<file path="config.mk">
export PLATFORM = sky130hd
export DESIGN_NAME = branch_resolve
export DESIGN_NICKNAME = d
export VERILOG_FILES = /design/src/rtl/branch_pkg.sv /design/src/rtl/branch_flag_stage.sv /design/src/rtl/branch_resolve.sv
export SDC_FILE = /design/constraint.sdc
export NUM_CORES = 1
export LEC_CHECK = 0
export BUFFER_PORTS_ARGS = -buffer_cell sky130_fd_sc_hd__buf_4
export CORE_MARGIN = 2
export CORE_UTILIZATION = 48
export DETAILED_ROUTE_END_ITERATION = 8
export MAX_ROUTING_LAYER = met4
export PLACE_DENSITY = 0.74
export SKIP_CTS_REPAIR_TIMING = 1
export SYNTH_ARGS = -nofsm -noshare
export SYNTH_HDL_FRONTEND = slang
export SYNTH_SLANG_ARGS = --single-unit
</file>
<file path="constraint.sdc">
create_clock -name clk -period 3.2 [get_ports clk]
set_clock_uncertainty 0.2 [all_clocks]
set_input_delay 0 -clock clk [delete_from_list [all_inputs] [get_ports clk]]
set_output_delay 0 -clock clk [all_outputs]
set_load 0.05 [all_outputs]
</file>
<file path="src/rtl/branch_pkg.sv">
// Shared types and helpers for the branch resolution unit.
// Optional statistics counters are enabled by defining BRANCH_STATS_EN.
package branch_pkg;

  typedef enum logic [2:0] {
    OpNone = 3'd0,
    OpBeq  = 3'd1,
    OpBne  = 3'd2,
    OpBlez = 3'd3,
    OpBgtz = 3'd4,
    OpBltz = 3'd5,
    OpBgez = 3'd6,
    OpJump = 3'd7
  } branch_op_t;

  localparam logic [31:0] PC_STEP = 32'd4;

  // Zero and equality checkers shared with the ALU flag logic.
  function automatic logic is_zero(input logic [31:0] v);
    return v == 32'd0;
  endfunction

  function automatic logic is_equal(input logic [31:0] a, input logic [31:0] b);
    return a == b;
  endfunction

endpackage

</file>
<file path="src/rtl/branch_flag_stage.sv">
// Stage A of branch_resolve: registers the request and derives the
// equal/zero/negative flags from the latched operands.
module branch_flag_stage
  import branch_pkg::*;
#(
  parameter int unsigned WIDTH = 32
) (
  input  logic             clk,
  input  logic             rst,
  input  logic             load,
  input  branch_op_t       op,
  input  logic [WIDTH-1:0] rs_val,
  input  logic [WIDTH-1:0] rt_val,
  input  logic [WIDTH-1:0] pc,
  input  logic [WIDTH-1:0] imm,
  output branch_op_t       a_op,
  output logic [WIDTH-1:0] a_pc,
  output logic [WIDTH-1:0] a_imm,
  output logic             f_eq,
  output logic             f_zero,
  output logic             f_neg
);

  branch_op_t       op_q;
  logic [WIDTH-1:0] rs_q;
  logic [WIDTH-1:0] rt_q;
  logic [WIDTH-1:0] pc_q;
  logic [WIDTH-1:0] imm_q;

  always_ff @(posedge clk) begin
    if (rst) begin
      op_q  <= OpNone;
      rs_q  <= '0;
      rt_q  <= '0;
      pc_q  <= '0;
      imm_q <= '0;
    end else if (load) begin
      op_q  <= op;
      rs_q  <= rs_val;
      rt_q  <= rt_val;
      pc_q  <= pc;
      imm_q <= imm;
    end
  end

  assign f_eq   = is_equal(rs_q, rt_q);
  assign f_zero = is_zero(rs_q);
  assign f_neg  = rs_q[WIDTH-1];

  assign a_op  = op_q;
  assign a_pc  = pc_q;
  assign a_imm = imm_q;

endmodule

</file>
<file path="src/rtl/branch_resolve.sv">
// Two-stage branch resolution unit with valid/ready handshakes on both sides.
// Define BRANCH_STATS_EN to add saturating branch/taken output-transfer counters.
module branch_resolve
  import branch_pkg::*;
#(
  parameter int unsigned WIDTH = 32
) (
  input  logic             clk,
  input  logic             rst,
  input  logic             flush,
  input  logic             in_valid,
  output logic             in_ready,
  input  branch_op_t       op,
  input  logic [WIDTH-1:0] rs_val,
  input  logic [WIDTH-1:0] rt_val,
  input  logic [WIDTH-1:0] pc,
  input  logic [WIDTH-1:0] imm,
  output logic             out_valid,
  input  logic             out_ready,
  output logic             taken,
  output logic [WIDTH-1:0] next_pc
`ifdef BRANCH_STATS_EN
  ,
  output logic [31:0]      taken_count,
  output logic [31:0]      branch_count
`endif
);

  logic             a_valid_q, a_valid_d;
  logic             b_valid_q, b_valid_d;
  logic             b_can_load, a_advance, in_fire, b_load;

  branch_op_t       a_op;
  logic [WIDTH-1:0] a_pc, a_imm;
  logic             f_eq, f_zero, f_neg;

  logic             taken_d, taken_q;
  logic [WIDTH-1:0] seq_pc, target_pc, next_pc_d, next_pc_q;

  assign b_can_load = !b_valid_q || out_ready;
  assign a_advance  = a_valid_q && b_can_load;
  assign in_ready   = !rst && !flush && (!a_valid_q || b_can_load);
  assign in_fire    = in_valid && in_ready;
  assign b_load     = a_advance && !flush;

  branch_flag_stage #(
    .WIDTH(WIDTH)
  ) u_flag_stage (
    .clk   (clk),
    .rst   (rst),
    .load  (in_fire),
    .op    (op),
    .rs_val(rs_val),
    .rt_val(rt_val),
    .pc    (pc),
    .imm   (imm),
    .a_op  (a_op),
    .a_pc  (a_pc),
    .a_imm (a_imm),
    .f_eq  (f_eq),
    .f_zero(f_zero),
    .f_neg (f_neg)
  );

  always_comb begin
    a_valid_d = a_valid_q;
    if (flush) begin
      a_valid_d = 1'b0;
    end else if (in_fire) begin
      a_valid_d = 1'b1;
    end else if (a_advance) begin
      a_valid_d = 1'b0;
    end

    b_valid_d = b_valid_q;
    if (flush) begin
      b_valid_d = 1'b0;
    end else if (b_can_load) begin
      b_valid_d = a_valid_q;
    end
  end

  always_ff @(posedge clk) begin
    if (rst) begin
      a_valid_q <= 1'b0;
      b_valid_q <= 1'b0;
    end else begin
      a_valid_q <= a_valid_d;
      b_valid_q <= b_valid_d;
    end
  end

  // Stage B decision: both addition results wrap modulo 2^WIDTH.
  always_comb begin
    taken_d = 1'b0;
    unique case (a_op)
      OpNone:  taken_d = 1'b0;
      OpBeq:   taken_d = f_eq;
      OpBne:   taken_d = !f_eq;
      OpBlez:  taken_d = f_neg || f_zero;
      OpBgtz:  taken_d = !f_neg && !f_zero;
      OpBltz:  taken_d = f_neg;
      OpBgez:  taken_d = !f_neg;
      OpJump:  taken_d = 1'b1;
      default: taken_d = 1'b0;
    endcase
    seq_pc    = a_pc + WIDTH'(PC_STEP);
    target_pc = seq_pc + (a_imm << 2);
    next_pc_d = taken_d ? target_pc : seq_pc;
  end

  always_ff @(posedge clk) begin
    if (rst) begin
      taken_q   <= 1'b0;
      next_pc_q <= '0;
    end else if (b_load) begin
      taken_q   <= taken_d;
      next_pc_q <= next_pc_d;
    end
  end

  assign out_valid = b_valid_q;
  assign taken     = taken_q;
  assign next_pc   = next_pc_q;

`ifdef BRANCH_STATS_EN
  branch_op_t  b_op_q;
  logic [31:0] taken_cnt_q, branch_cnt_q;
  logic        out_fire;

  assign out_fire = b_valid_q && out_ready;

  always_ff @(posedge clk) begin
    if (rst) begin
      b_op_q       <= OpNone;
      taken_cnt_q  <= '0;
      branch_cnt_q <= '0;
    end else begin
      if (b_load) begin
        b_op_q <= a_op;
      end
      // Counted on transfer so flushes never drop an already-delivered result.
      if (out_fire && (b_op_q != OpNone) && (branch_cnt_q != 32'hFFFF_FFFF)) begin
        branch_cnt_q <= branch_cnt_q + 32'd1;
      end
      if (out_fire && taken_q && (taken_cnt_q != 32'hFFFF_FFFF)) begin
        taken_cnt_q <= taken_cnt_q + 32'd1;
      end
    end
  end

  assign taken_count  = taken_cnt_q;
  assign branch_count = branch_cnt_q;
`endif

endmodule

</file>
* Word-level counts from Yosys, hierarchy flattened
Cells that the tools add are included.
** Storage, ports and cells
- Word-level logic and storage cells :: 43
- Register bits after elaboration :: 164
- Output and inout port bits :: 35
- Input bits :: 136
** Cells by class
- Add/subtract/negate cells :: 2
- Reductions and logical operators :: 20
- Eq/ne operators :: 8
- Muxes and demuxes :: 4
** Operators by type and width (number)
- adder 32 x 3 -> 32 bit (second input constant) :: 1
- adder 32 bit :: 1
- == test 32 bit :: 1
- zero test 32 bit :: 1
- two-way mux 32 bit :: 1
- == test 3 bit (second input constant) :: 4
- one-hot mux 1 bit (8 select lines) :: 1
- zero test 1 bit :: 7
- == test 3 x 2 -> 1 bit (second input constant) :: 2
- logical AND 1 bit :: 6
- == test 3 x 1 -> 1 bit (second input constant) :: 1
- zero test 3 bit :: 1
- logical OR 1 bit :: 3
- two-way mux 1 bit :: 2
- nonzero test 2 bit :: 1
- OR reduction 2 bit :: 1

* Depth between registers and ports, before layout
Gate-level depths: netlist (run 1).
- Depth after elaboration :: 6
- Gate-level depth with buffers :: 16
- Depth with buffers taken out :: 15

* By module
Synthesis (run 1) repeated with hierarchy kept, for this count alone.
** Second synthesis, totals
- Cell total of the unflattened synthesis :: 957
- Area total of the unflattened synthesis :: 8755.9 µm²
** By module, submodules not included
- branch_flag_stage :: sequential area each 2622.5 µm², cells an instance 477, area an instance 5057.4 µm², times used 1
- branch_resolve :: sequential area each 700.7 µm², cells an instance 480, area an instance 3698.5 µm², times used 1

* Least setup slack after synthesis (run 1)
No wires, ideal clock.
- Kind :: reg2reg
- Start point :: register u_flag_stage.pc_q[4] (netlist: u_flag_stage.a_pc[4])
- End point :: register next_pc_q[31] (netlist: next_pc[31])
- Path slack :: -131 ps
- Setup time :: 126 ps
- Buffers on the path :: 0
- Arrival time :: 3005 ps
- Stages on the path, launching flop included :: 16
- Clock period less this slack :: 3331 ps
- Data required time :: 2874 ps
- Path through :: dfxtp_1 > and4_1 > nand4_1 > or2_2 > inv_1 > nand2_1 > xnor2_1 > ha_1 > o21ai_0 > o21bai_1 > a211oi_1 > o31ai_1 > a211o_1 > and3_1 > o211ai_1 > nand3_1
** On the way
- Longest elaborated chain between the ends :: 3
** Ends and longest elaborated chain
- from (decl) :: line branch_flag_stage.sv:27 : logic [WIDTH-1:0] pc_q;
- from (signal assigned) :: line branch_flag_stage.sv:41 : pc_q <= pc;
- adder 32 x 3 -> 32 bit (*) :: line branch_resolve.sv:107 : seq_pc = a_pc + WIDTH'(PC_STEP);
- adder 32 bit :: line branch_resolve.sv:108 : target_pc = seq_pc + (a_imm << 2);
- two-way mux 32 bit (*) :: line branch_resolve.sv:109 : next_pc_d = taken_d ? target_pc : seq_pc;
- to (signal assigned) :: line branch_resolve.sv:118 : next_pc_q <= next_pc_d;
- to (decl) :: line branch_resolve.sv:38 : logic [WIDTH-1:0] seq_pc, target_pc, next_pc_d, next_pc_q;
Mark *: on every way between the ends. The rest lies on a longest branch, timed or not.
A chain may end at the register's enable or synchronous reset.

* Worst setup path after layout (run 1)
- Start point :: register u_flag_stage.pc_q[4] (netlist: u_flag_stage.a_pc[4])
- End point :: register next_pc_q[28] (netlist: next_pc[28])
Same word-level chain as after synthesis.

==> results of run 1 <==
==> metrics by stage <==
stage               hold slack (ps)  worst slack (ps)  utilization, %  area [sq um]
floorplan                      -121             -12.7               -          8680
global placement               31.8              -251            61.5         10900
detailed placement             28.7              -374            61.5         10900
CTS                            -428              -397            64.8         11500
global route                   20.8              -345            76.7         13600
finish                        -11.8              -217            76.7         13600
==> placed cells by master (no fill, tap or decap), drive strengths merged, types with 7 or more instances in the layout <==
cell,instances
buf,310
nand2,295
a21oi,176
dfxtp,164
dlygate4sd3,133
xnor2,69
nor2,62
ha,37
a211oi,29
nand4,24
o21ai,20
a21o,19
nand3,19
clkbuf,18
inv,15
xor2,13
mux2i,11
nor4,11
nor3,11
and3,8
nor3b,7
a31oi,7
and2,7
o31ai,7
==> tightest hold or removal path, delay by kind of cell <==
| family | cells | cell delay [ps] |
|---|---|---|
| buffers and inverters | 2 | 410 |
| AND/OR/NAND/NOR | 1 | 150 |
==> cell type report <==
type	instances	area [sq um]
Fill cell	1222	4140
Tap cell	229	287
Antenna cell	1	2.50
Inverter	11	46.3
Clock buffer	18	429
Multi-Input combinational cell	880	5730
Clock inverter	13	151
Timing Repair Buffer	443	3710
Sequential cell	164	3290
==> power breakdown <==
part / internal (mW) / switching (mW) / leakage, nW
clock network: 1.16 / 0.898 / 0.281
logic: 0.451 / 0.428 / 4.08
registers: 2.11 / 0.0559 / 1.33
==> layer usage <==
metal  part of all wire [%]  track usage (%)
met1                     42             34.7
met2                     50             41.9
met3                    5.2             4.05
met4                    3.1             7.52
met5                      0                -
==> path summary, 6_finish.rpt <==
path	from	to	cells after the start	slack, ps
worst min register to register	u_flag_stage.a_pc[0]	next_pc[0]	2	260
worst max register to register	u_flag_stage.a_pc[4]	next_pc[28]	14	-220
worst min-delay path	rst	taken	3	-10
worst max-delay path	u_flag_stage.a_pc[4]	next_pc[28]	14	-220
==> Yosys cell counts, drive strengths merged (2+ instances only) <==
library cell    n  area, sq um
nand2         295         1110
a21oi         176          881
dfxtp         164         3280
xnor2          69          604
nor2           62          233
clkbuf         59          221
ha             37          463
a211oi         29          228
nand4          24          150
o21ai          20          100
a21o           19          143
nand3          19         95.1
xor2           13          114
inv            11         41.3
mux2i          11          110
nor3           11         81.3
nor4           11         81.3
and3            8         50.1
a31oi           7         43.8
and2            7         43.8
nor3b           7         52.6
o31ai           7         57.6
buf             6         43.8
o21a            5         37.5
nor2b           4         25.0
o21bai          4         30.0
a311oi          3         32.5
and4            3         26.3
o211ai          3         22.5
o31a            3         26.3
or2             3         18.8
a211o           2         17.5
a21boi          2         15.0
o211a           2         20.0
or3             2         12.5
or4             2         15.0
==> state kept, by name, summed over array words and instances (netlist names) <==
signal / flops
next_pc: 32
u_flag_stage.a_pc: 32
u_flag_stage.rs_q: 32
u_flag_stage.rt_q: 32
u_flag_stage.a_imm: 30
u_flag_stage.a_op: 3
a_valid_q: 1
out_valid: 1
taken: 1
==> cell families (layout without fill, tap and decap cells) <==
family          after synthesis  in the layout  synth area share, %
mux                          11             11                 1.28
compound gates              286            286                 19.6
other cells                   0              1                    0
flops                       164            164                 38.1
simple gates                463            463                 23.6
fa+ha+maj                    38             38                 5.60
buf+inv                      76            485                 3.55
xor+xnor                     82             82                 8.32
==> impl_results.md, run 1 <==
- Count of synthesis-stage warnings from yosys: 0
- Count of input and output buffers: around 170
- Maximum Capacitance Violations: 0
- Layout Area Growth over Synthesis: 58.1%
- Number of global-route vias before repair: between 8k and 9k
- Final worst setup slack: -217 ps
- Worst-Margin Slew: ~1200 ps
- Ports placed on the boundary: about 170
- Power density over cell area: between 300 and 400 mW/mm^2
- Post-CTS clock slew at the launch and capture registers of the worst setup and hold paths: approximately 70 ps
- Number of rows created at floorplan: slightly below 50
- Count of placed standard cells in the final layout, fillers left out: ~1.8k
- Max transition margin: 18.8%
- Unique masters post-synth: 57
- Number of buffers and inverters on the critical path: 3
- Kind of capture point of the worst setup path: flip-flop
- Number of buffers added by the clock tree synthesis step: 17
- Number of pins with negative max-slew slack in the final report: 0
- Min Tclk post-route: between 3000 and 4000 ps
- Die span in x: about 140 um
- Violations in the final reports: hold timing, setup timing
- WL/cell: 17.2 um
- Start-to-end type of the worst setup path: reg2reg
- Final setup violation count: 12
- Nature of the critical path startpoint: flip-flop
- Clock insertion delay at the later pin of the skew report: around 430 ps
- Power consumption: 5.10 mW
- Routed Antenna Nets: 0
- Endpoints failing hold: 1
- Outcome: finished with violations
- Die H: roughly 140 um
- Floorplan die area: between 0.015 and 0.02 sq mm
- Maximum clock path buffer count: 2
- Sum of routed wire length over all layers: a little over 30 mm
- Prevailing post-synth register cell: sky130_fd_sc_hd__dfxtp_1
- DP Cell Count: around 1.6k
- Htree depth: 4
- Peak supply drop: about 0.00035 V
- Worst-path maximum fanout: 7
- Initial cell density of the core: about 49%
- Synthesized instance count: 1,120
- Layout cell share with drive strength beyond 1: 30.2%
- Final Cycle Share: 107%
- Async set or reset register ratio after synthesis: 0%
- Number of nets produced by synthesis: 1,294
- Most repeated library cell on the critical path: sky130_fd_sc_hd__buf_4
- Sum Neg Setup Slack: -1400 ps
- Worst hold-check slack: -11.8 ps
- Final weighted congestion in routability-driven placement: 0.898
- Buffer cell driving the clock tree root: sky130_fd_sc_hd__clkbuf_16
- Setup repair after global routing missed its margin: true
- Slowest-stage cell, CP: sky130_fd_sc_hd__dfxtp_2
- Data required time at the worst endpoint: between 3000 and 4000 ps
- Flops & latches, synth: around 160
- Number of enable-type register cells in the synthesized netlist: 0
- Worst path max stage delay: 350 ps
- Dominant delay contributor by cell family on the critical path: compound AO/OA/AOI/OAI gates
- Leak Pwr: 5.69 nW
- Count of clock tree sinks: around 160
- CP cell instances: and4_4 -> nand4_1 -> buf_4 -> xnor2_2 -> ha_4 -> buf_4 -> nand3_2 -> o31ai_4 -> a311oi_2 -> o31a_1 -> buf_6 -> a21oi_2 -> o311ai_2 -> a211oi_1
- Per-cell via count in the routed design: 5.51
- Post-synth design cell area: ~0.0086 sq mm
- Std-Cell Core Area: ~0.018 sq mm
- First-pass GRT wire length: ~40 mm
- Router iterations before antenna repair: 5
- Clock tree from TritonCTS: done
- Worst min path class: in2reg
- Gr usage total: between 20% and 30%
- Final-stage net count: roughly 1.7k
- Detailed Place HPWL: between 15 and 20 mm
- DRC marker count from the first detailed-route iteration: 784
- Pin count of the biggest net entering global routing: between 100 and 150
- Remaining Overflow, GRT: 0
- Number of design rule violations left after detail routing: 0
- Highest clock rate: 293 MHz
- Mean cell area of the mapped netlist: just under 8 sq um
- Routed vias: 9,685
- Arrival time worst endpoint: 3560 ps
- Sequential element share of the synthesized area: roughly two fifths
- Antenna violations before repair: 1
(Power assumes the default switching activity.)
==> run 2: changes to the inputs <==
ABC_AREA = 1   (was default)
BUFFER_PORTS_ARGS = -buffer_cell sky130_fd_sc_hd__buf_2   (was -buffer_cell sky130_fd_sc_hd__buf_4)
CORE_ASPECT_RATIO = 0.6   (was default)
PLACE_DENSITY = 0.73   (was 0.74)
==> run 2 against run 1 <==
The run still ends with hold timing, setup timing left. Utilization down 2.9 points. Critical path depth up 7. Combinational power up 4.9%. Sequential share of layout area down 1.9 points. Clock-buffer cell count up 4. Largest power group is now the clock network. Highest routed layer unchanged.
==> impl_results.md, run 2 <==
- Worst reg-to-reg setup slack: -160 ps (+60 ps)
- Final-stage net count: 2,134 (+26%)
- Prevailing post-synth register cell: sky130_fd_sc_hd__dfxtp_1
- Post-route standard cell area excluding fillers: 0.0149 sq mm (+9.2%)
- Antenna violations before repair: 0 (-1)
- Power consumption: 5.29 mW (+3.7%)
- Slowest-stage cell, CP: sky130_fd_sc_hd__dfxtp_4
- Final Cycle Share: 105% (-1.7 points)
- Cell area after placement: 0.0119 sq mm (+8.6%)
- Number of enable-type register cells in the synthesized netlist: 0 (unchanged)
- Min Tclk post-route: 3360 ps (-55.9 ps)
- Clock insertion delay at the later pin of the skew report: 450 ps (+20 ps)
- Leak Pwr: 7.17 nW (+26%)
- Worst min path class: in2reg
- Violations in the final reports: hold timing, setup timing
- Layout Area Growth over Synthesis: 49.8%
- Multi-input gate area in the final layout: 0.00647 sq mm (+13%)
- Dominant cell type by area after synthesis: sky130_fd_sc_hd__dfxtp_1
- Post-synth design cell area: 0.00995 sq mm (+15%)
- Peak supply drop: 0.000400 V (+15%)
- Initial cell density of the core: 49.3% (+0.80 points)
- Sequential element share of the synthesized area: 33.0% (-5.1 points)
- Worst slack at placement: -355 ps (+18.4 ps)
- Htree depth: 4 (unchanged)
- Most common library cells after synthesis: sky130_fd_sc_hd__nand2_1 (452), sky130_fd_sc_hd__inv_1 (194), sky130_fd_sc_hd__a21oi_1 (164), sky130_fd_sc_hd__dfxtp_1 (164), sky130_fd_sc_hd__nand3_1 (155)
- Sum Neg Setup Slack: -908 ps (+489 ps)
- Final setup violation count: 12 (unchanged)
- Final weighted congestion in routability-driven placement: 1.02 (+14%)
- Mean cell area of the mapped netlist: 6.42 sq um (-17%)
- Worst path max stage delay: 380 ps (+30 ps)
- Endpoints failing hold: 16 (+15)
- Flops & latches, synth: 164 (unchanged)
- Worst hold-check slack: -23.3 ps (-11.5 ps)
- Diodes inserted: 0 (-1)
- Maximum clock path buffer count: 2 (unchanged)
- Highest clock rate: 298 MHz (+1.7%)
- Maximum Capacitance Violations: 0 (unchanged)
- Die H: 116 um (-16%)
- Clock tree from TritonCTS: done
- Remaining Overflow, GRT: 0 (unchanged)
- Number of nets produced by synthesis: 1,723 (+33%)
- Count of synthesis-stage warnings from yosys: 0 (unchanged)
- Floorplan die area: 0.0219 sq mm (+15%)
- Top library cells by usage in the layout, fill and taps aside: sky130_fd_sc_hd__nand2_1 (409), sky130_fd_sc_hd__inv_1 (182), sky130_fd_sc_hd__buf_2 (167)
- Outcome: finished with violations
- Number of rows created at floorplan: 40 (-18%)
- Std-Cell Core Area: 0.0202 sq mm (+13%)
- Dominant delay contributor by cell family on the critical path: simple AND/OR/NAND/NOR gates
- Setup repair after global routing missed its margin: true
- Sequential fraction of design power: 41.1% (-1.3 points)
- Proportion of netlist area held by the largest area contributor: 33.0% (-5.1 points)
- Worst-path maximum fanout: 4 (-3)
- Synthesized instance count: 1,549 (+38%)
- Number of global-route vias before repair: 9,595 (+19%)
- Number of buffers and inverters on the critical path: 2 (-1)
- DRC marker count from the first detailed-route iteration: 1,257 (+60%)
- Count of clock tree sinks: 164 (unchanged)
- Relative contribution of combinational cells to total power: 17.4% (+0.2 points)
- Most common cell after layout, fill and taps aside: sky130_fd_sc_hd__nand2_1
- Max transition margin: 39.5% (+21 points)
- Power density over cell area: 355 mW/mm^2 (-5.0%)
- First-pass GRT wire length: 51.5 mm (+29%)
- WL/cell: 16.9 um (-2.1%)
- Async set or reset register ratio after synthesis: 0% (unchanged)
- Layout cell share with drive strength beyond 1: 27.7% (-2.5 points)
- Cell Int Power: 3.82 mW (+2.7%)
- Switching component of the power: 1.47 mW (+6.4%)
- Post-CTS clock slew at the launch and capture registers of the worst setup and hold paths: 70 ps (about the same)
- Nature of the critical path startpoint: flip-flop
- Ports placed on the boundary: 171 (unchanged)
- Area taken by flip-flops and latches: 0.00331 sq mm (+0.46%)
- Die span in x: 190 um (+38%)
- Sum of routed wire length over all layers: 37.9 mm (+25%)
- Number of buffers added by the clock tree synthesis step: 17 (unchanged)
- Buffer cell driving the clock tree root: sky130_fd_sc_hd__clkbuf_16
- Pin count of the biggest net entering global routing: 80 (-30%)
- Switch share: 27.8% (+0.71 points)
- Kind of capture point of the worst setup path: flip-flop
- Most frequent cell after synthesis: sky130_fd_sc_hd__nand2_1
- Unique masters post-synth: 36 (-37%)
- Arrival time worst endpoint: 3480 ps (-80 ps)
- Start-to-end type of the worst setup path: reg2reg
- Data required time at the worst endpoint: 3320 ps (-20 ps)
- Main area contributors after synthesis: sky130_fd_sc_hd__dfxtp_1 (33%), sky130_fd_sc_hd__nand2_1 (17%), sky130_fd_sc_hd__a21oi_1 (8.2%)
- Detailed Place HPWL: 25.1 mm (+35%)
- Routed Antenna Nets: 0 (unchanged)
- Most repeated library cell on the critical path: sky130_fd_sc_hd__nand2_1
- Number of design rule violations left after detail routing: 0 (unchanged)
- Worst-Margin Slew: 908 ps (-310 ps)
- Gr usage total: 31.6% (+5.3 points)
- CP cell instances: ha_4 -> nand2_4 -> nor3_4 -> nand3_2 -> buf_6 -> nand3b_1 -> xor2_1 -> inv_1 -> ha_4 -> nand2_1 -> nand2_1 -> nand3_1 -> nand2_1 -> a21oi_1 -> nand2_1 -> a21oi_1 -> nand2_1 -> nand2_1 -> o21ai_2 -> nand3_2 -> a21oi_2
- Number of filler cells placed in the layout: 1,555 (+27%)
- Router iterations before antenna repair: 5 (unchanged)
- Final worst setup slack: -161 ps (+55.9 ps)
- Number of pins with negative max-slew slack in the final report: 0 (unchanged)
- Routed vias: 11.9k (+22%)
- Per-cell via count in the routed design: 5.29 (-4.0%)
- Count of input and output buffers: 168 (unchanged)
- Relative contribution of the clock network to total power: 41.5% (+1.1 points)
-- run 2: stage by stage --
step | hold WS (ps) | std cells | util (%)
6_report | -23.3 | 2244 | 73.9
5_1_grt | 10.6 | 2244 | 73.9
4_1_cts | -390 | 2089 | 61.9
3_5_place_dp | 79.3 | 2059 | 58.9
3_3_place_gp | 73.6 | 2059 | 58.9
2_1_floorplan | -33.2 | 1549 | -
-- run 2: worst paths after layout --
path                        start                    to  cells after the start
max          u_flag_stage.a_pc[2]           next_pc[31]                     21
min                      in_valid  u_flag_stage.rs_q[4]                      4
max reg2reg  u_flag_stage.a_pc[2]           next_pc[31]                     21
min reg2reg  u_flag_stage.a_pc[0]            next_pc[0]                      2
-- run 2: cells by family after synthesis --
family / Yosys count / share of synthesized area (%)
XOR/XNOR: 62 / 5.46
AND/OR/NAND/NOR: 776 / 33.6
buffers and inverters: 267 / 10.6
flip-flops: 164 / 33.0
AO/OA/AOI/OAI: 242 / 12.5
adder cells (fa/ha/maj): 38 / 4.85
-- run 2: final cells by class --
cell class	count	share of cell area, %
well taps	273	2.29
clock buffers	22	3.18
multi-input cells	1118	43.5
clock inverters	8	0.840
repair buffers	457	22.9
flip-flops and latches	164	22.2
inverters	202	5.14
-- run 2: layer usage --
layer,vias up,GRT usage (%),share of wire (%)
met2,603,40.7,41
met3,64,7.66,11
met5,-,-,0
met4,0,5.89,1.7
li1,5722,-,-
met1,5475,48.7,46
-- run 2: power by group through the flow --
stage | combinational, mW | sequential (mW) | clock [mW]
6_report | 0.921 | 2.17 | 2.19
4_1_cts | 0.698 | 2.17 | 2.19
3_3_place_gp | 0.686 | 2.21 | 0
3_5_place_dp | 0.693 | 2.21 | 0
2_1_floorplan | 0.409 | 2.21 | 0
5_1_grt | 1.00 | 2.18 | 2.27
-- run 2: worst register-to-register path: cells and delay by family (launching register included) --
kind / cells / cell delay [ps]
xor gates and xnor gates: 1 / 220
DFF: 1 / 380
buffers and inverters: 2 / 240
and+or+nand+nor: 12 / 1270
adders and majority gates: 2 / 430
AOI/OAI and AO/OA: 4 / 490
==> run 3: changes to the inputs <==
CELL_PAD_IN_SITES_DETAIL_PLACEMENT = 2   (was default)
CELL_PAD_IN_SITES_GLOBAL_PLACEMENT = 2   (was default)
CORE_MARGIN = default   (was 2)
CORE_UTILIZATION = 30   (was 48)
PLACE_DENSITY = default   (was 0.73)
PLACE_DENSITY_LB_ADDON = 0.1   (was default)
clock period = 3.6 ns   (was 3.2 ns; I/O delays follow)
==> run 3 against run 2 <==
The run now ends clean. Clock power shrank 12%. Utilization shrank 31 points. Setup slack gained 190 ps. Combinational power shrank 15%. Routed wire length grew 21%. Sequential power shrank 11%. Final area shrank 6.4%. First-iteration DRC count shrank 60%. Hold slack gained 110 ps. Register-to-register slack gained 190 ps. Die area grew 55%. Global-route usage shrank 6.2 points.
==> impl_results.md, run 3 (synthesis results as in run 2) <==
- Outcome: complete, no violations
- Count of input and output buffers: 168 (unchanged)
- Final-stage net count: 2,053 (-3.8%)
- Layout Area Growth over Synthesis: 40.2%
- Layout cell share with drive strength beyond 1: 20.8% (-6.9 points)
- Start-to-end type of the worst setup path: reg2reg
- Buffer cell driving the clock tree root: sky130_fd_sc_hd__clkbuf_16
- Initial cell density of the core: 30.6% (-19 points)
- Number of rows created at floorplan: 51 (+28%)
- Min Tclk post-route: 3570 ps (+213 ps)
- First-pass GRT wire length: 63.9 mm (+24%)
- Post-CTS clock slew at the launch and capture registers of the worst setup and hold paths: 80 ps (about the same)
- Final weighted congestion in routability-driven placement: 0.901 (-12%)
- Die H: 143 um (+24%)
- Core occupancy in the finished layout: 42.9% (-31 points)
- Clock insertion delay at the later pin of the skew report: 460 ps (about the same)
- Kind of capture point of the worst setup path: flip-flop
- Final setup violation count: 0 (-12)
- Worst-Margin Slew: 1020 ps (+109 ps)
- WL/cell: 19.7 um (+17%)
- Gr usage total: 25.4% (-6.2 points)
- Maximum clock path buffer count: 2 (unchanged)
- Setup repair after global routing missed its margin: true
- Pin count of the biggest net entering global routing: 80 (unchanged)
- Worst min path class: in2reg
- Router iterations before antenna repair: 4 (-1)
- Max transition margin: 32.2% (-7.3 points)
- Data required time at the worst endpoint: 3780 ps (+460 ps)
- DRC marker count from the first detailed-route iteration: 502 (-60%)
- Count of clock tree sinks: 164 (unchanged)
- Sum of routed wire length over all layers: 45.7 mm (+21%)
- Most common cell after layout, fill and taps aside: sky130_fd_sc_hd__nand2_1
- Remaining Overflow, GRT: 0 (unchanged)
- Worst hold-check slack: 82.3 ps (+106 ps)
- Routed Antenna Nets: 0 (unchanged)
- Die span in x: 237 um (+25%)
- Antenna violations before repair: 1 (+1)
- Peak supply drop: 0.000336 V (-16%)
- Top library cells by usage in the layout, fill and taps aside: sky130_fd_sc_hd__nand2_1 (436), sky130_fd_sc_hd__inv_1 (189), sky130_fd_sc_hd__buf_2 (167)
- Number of global-route vias before repair: 11.1k (+16%)
- Number of design rule violations left after detail routing: 0 (unchanged)
- Per-cell via count in the routed design: 4.94 (-6.6%)
- Power density over cell area: 333 mW/mm^2 (-6.3%)
- Sum Neg Setup Slack: 0 ps (+908 ps)
- Std-Cell Core Area: 0.0325 sq mm (+61%)
- Number of filler cells placed in the layout: 3,871 (+150%)
- Ports placed on the boundary: 171 (unchanged)
- Nature of the critical path startpoint: flip-flop
- Detailed Place HPWL: 31.9 mm (+27%)
- Leak Pwr: 6.54 nW (-8.9%)
- Arrival time worst endpoint: 3760 ps (+280 ps)
- Worst-path maximum fanout: 4 (unchanged)
- Floorplan die area: 0.0339 sq mm (+55%)
- Highest clock rate: 280 MHz (-6.0%)
- Htree depth: 4 (unchanged)
- Routed vias: 11.4k (-3.6%)
- Final Cycle Share: 99.3% (-5.8 points)
- Number of buffers added by the clock tree synthesis step: 17 (unchanged)
- Number of pins with negative max-slew slack in the final report: 0 (unchanged)
- Endpoints failing hold: 0 (-16)
- Maximum Capacitance Violations: 0 (unchanged)
- Clock tree from TritonCTS: done
[run 3: final timing paths]
kind | from | slack, ps | cells after the start | to
setup reg to reg | u_flag_stage.a_pc[3] | 30 | 21 | next_pc[22]
hold / removal | flush | 80 | 5 | next_pc[31]
setup / recovery | u_flag_stage.a_pc[3] | 30 | 21 | next_pc[22]
hold reg to reg | next_pc[20] | 270 | 2 | next_pc[20]
[run 3: layout make-up]
cell class | count | area, sq um | area share (%)
inverters | 202 | 761 | 5.45
repair buffers | 376 | 2750 | 19.7
diodes | 1 | 2.50 | 0.0179
clock inverters | 13 | 149 | 1.07
clock buffers | 19 | 433 | 3.10
multi-input cells | 1118 | 6020 | 43.2
well taps | 424 | 531 | 3.80
flip-flops and latches | 164 | 3300 | 23.6
[run 3: metrics by stage]
stage	instance area, sq um	worst slack [ps]	power (mW)	cells
2_1_floorplan	9950	671	2.33	1549
3_3_place_gp	11500	93.1	2.57	2134
3_5_place_dp	11500	-23.5	2.59	2134
4_1_cts	12100	-61.2	4.53	2166
5_1_grt	13900	-157	4.84	2317
6_report	13900	25.8	4.64	2317
[run 3: routing by layer]
| layer | routed length, um | GRT usage [%] | vias up |
|---|---|---|---|
| met2 | 20200 | 36.3 | 179 |
| met1 | 23500 | 36.6 | 5655 |
| met4 | 584 | 5.67 | 0 |
| li1 | - | - | 5559 |
| met3 | 1420 | 4.62 | 43 |
| met5 | 0 | - | - |
[run 3: critical path, cell delays in order, from the launching register on]
cell	delay, ps
sky130_fd_sc_hd__dfxtp_2	350
sky130_fd_sc_hd__ha_1	150
sky130_fd_sc_hd__nand2_1	70
sky130_fd_sc_hd__nor3_2	100
sky130_fd_sc_hd__buf_4	180
sky130_fd_sc_hd__nand3_4	100
sky130_fd_sc_hd__nor3_2	150
sky130_fd_sc_hd__xor2_1	260
sky130_fd_sc_hd__inv_1	110
sky130_fd_sc_hd__ha_4	300
sky130_fd_sc_hd__nand2_1	110
sky130_fd_sc_hd__inv_1	120
sky130_fd_sc_hd__nand3_1	140
sky130_fd_sc_hd__nor2_1	130
sky130_fd_sc_hd__buf_4	170
sky130_fd_sc_hd__nand3_2	130
sky130_fd_sc_hd__nand3_1	130
sky130_fd_sc_hd__nand2_1	70
sky130_fd_sc_hd__nand2_1	90
sky130_fd_sc_hd__o21bai_1	120
sky130_fd_sc_hd__nand3_1	150
sky130_fd_sc_hd__a21oi_2	160
[run 3: power by group]
| group | internal (mW) | leakage (nW) | total, mW | switching (mW) |
|---|---|---|---|---|
| sequential | 1.88 | 1.34 | 1.93 | 0.0571 |
| combinational | 0.331 | 4.91 | 0.780 | 0.449 |
| clock | 1.04 | 0.286 | 1.93 | 0.889 |
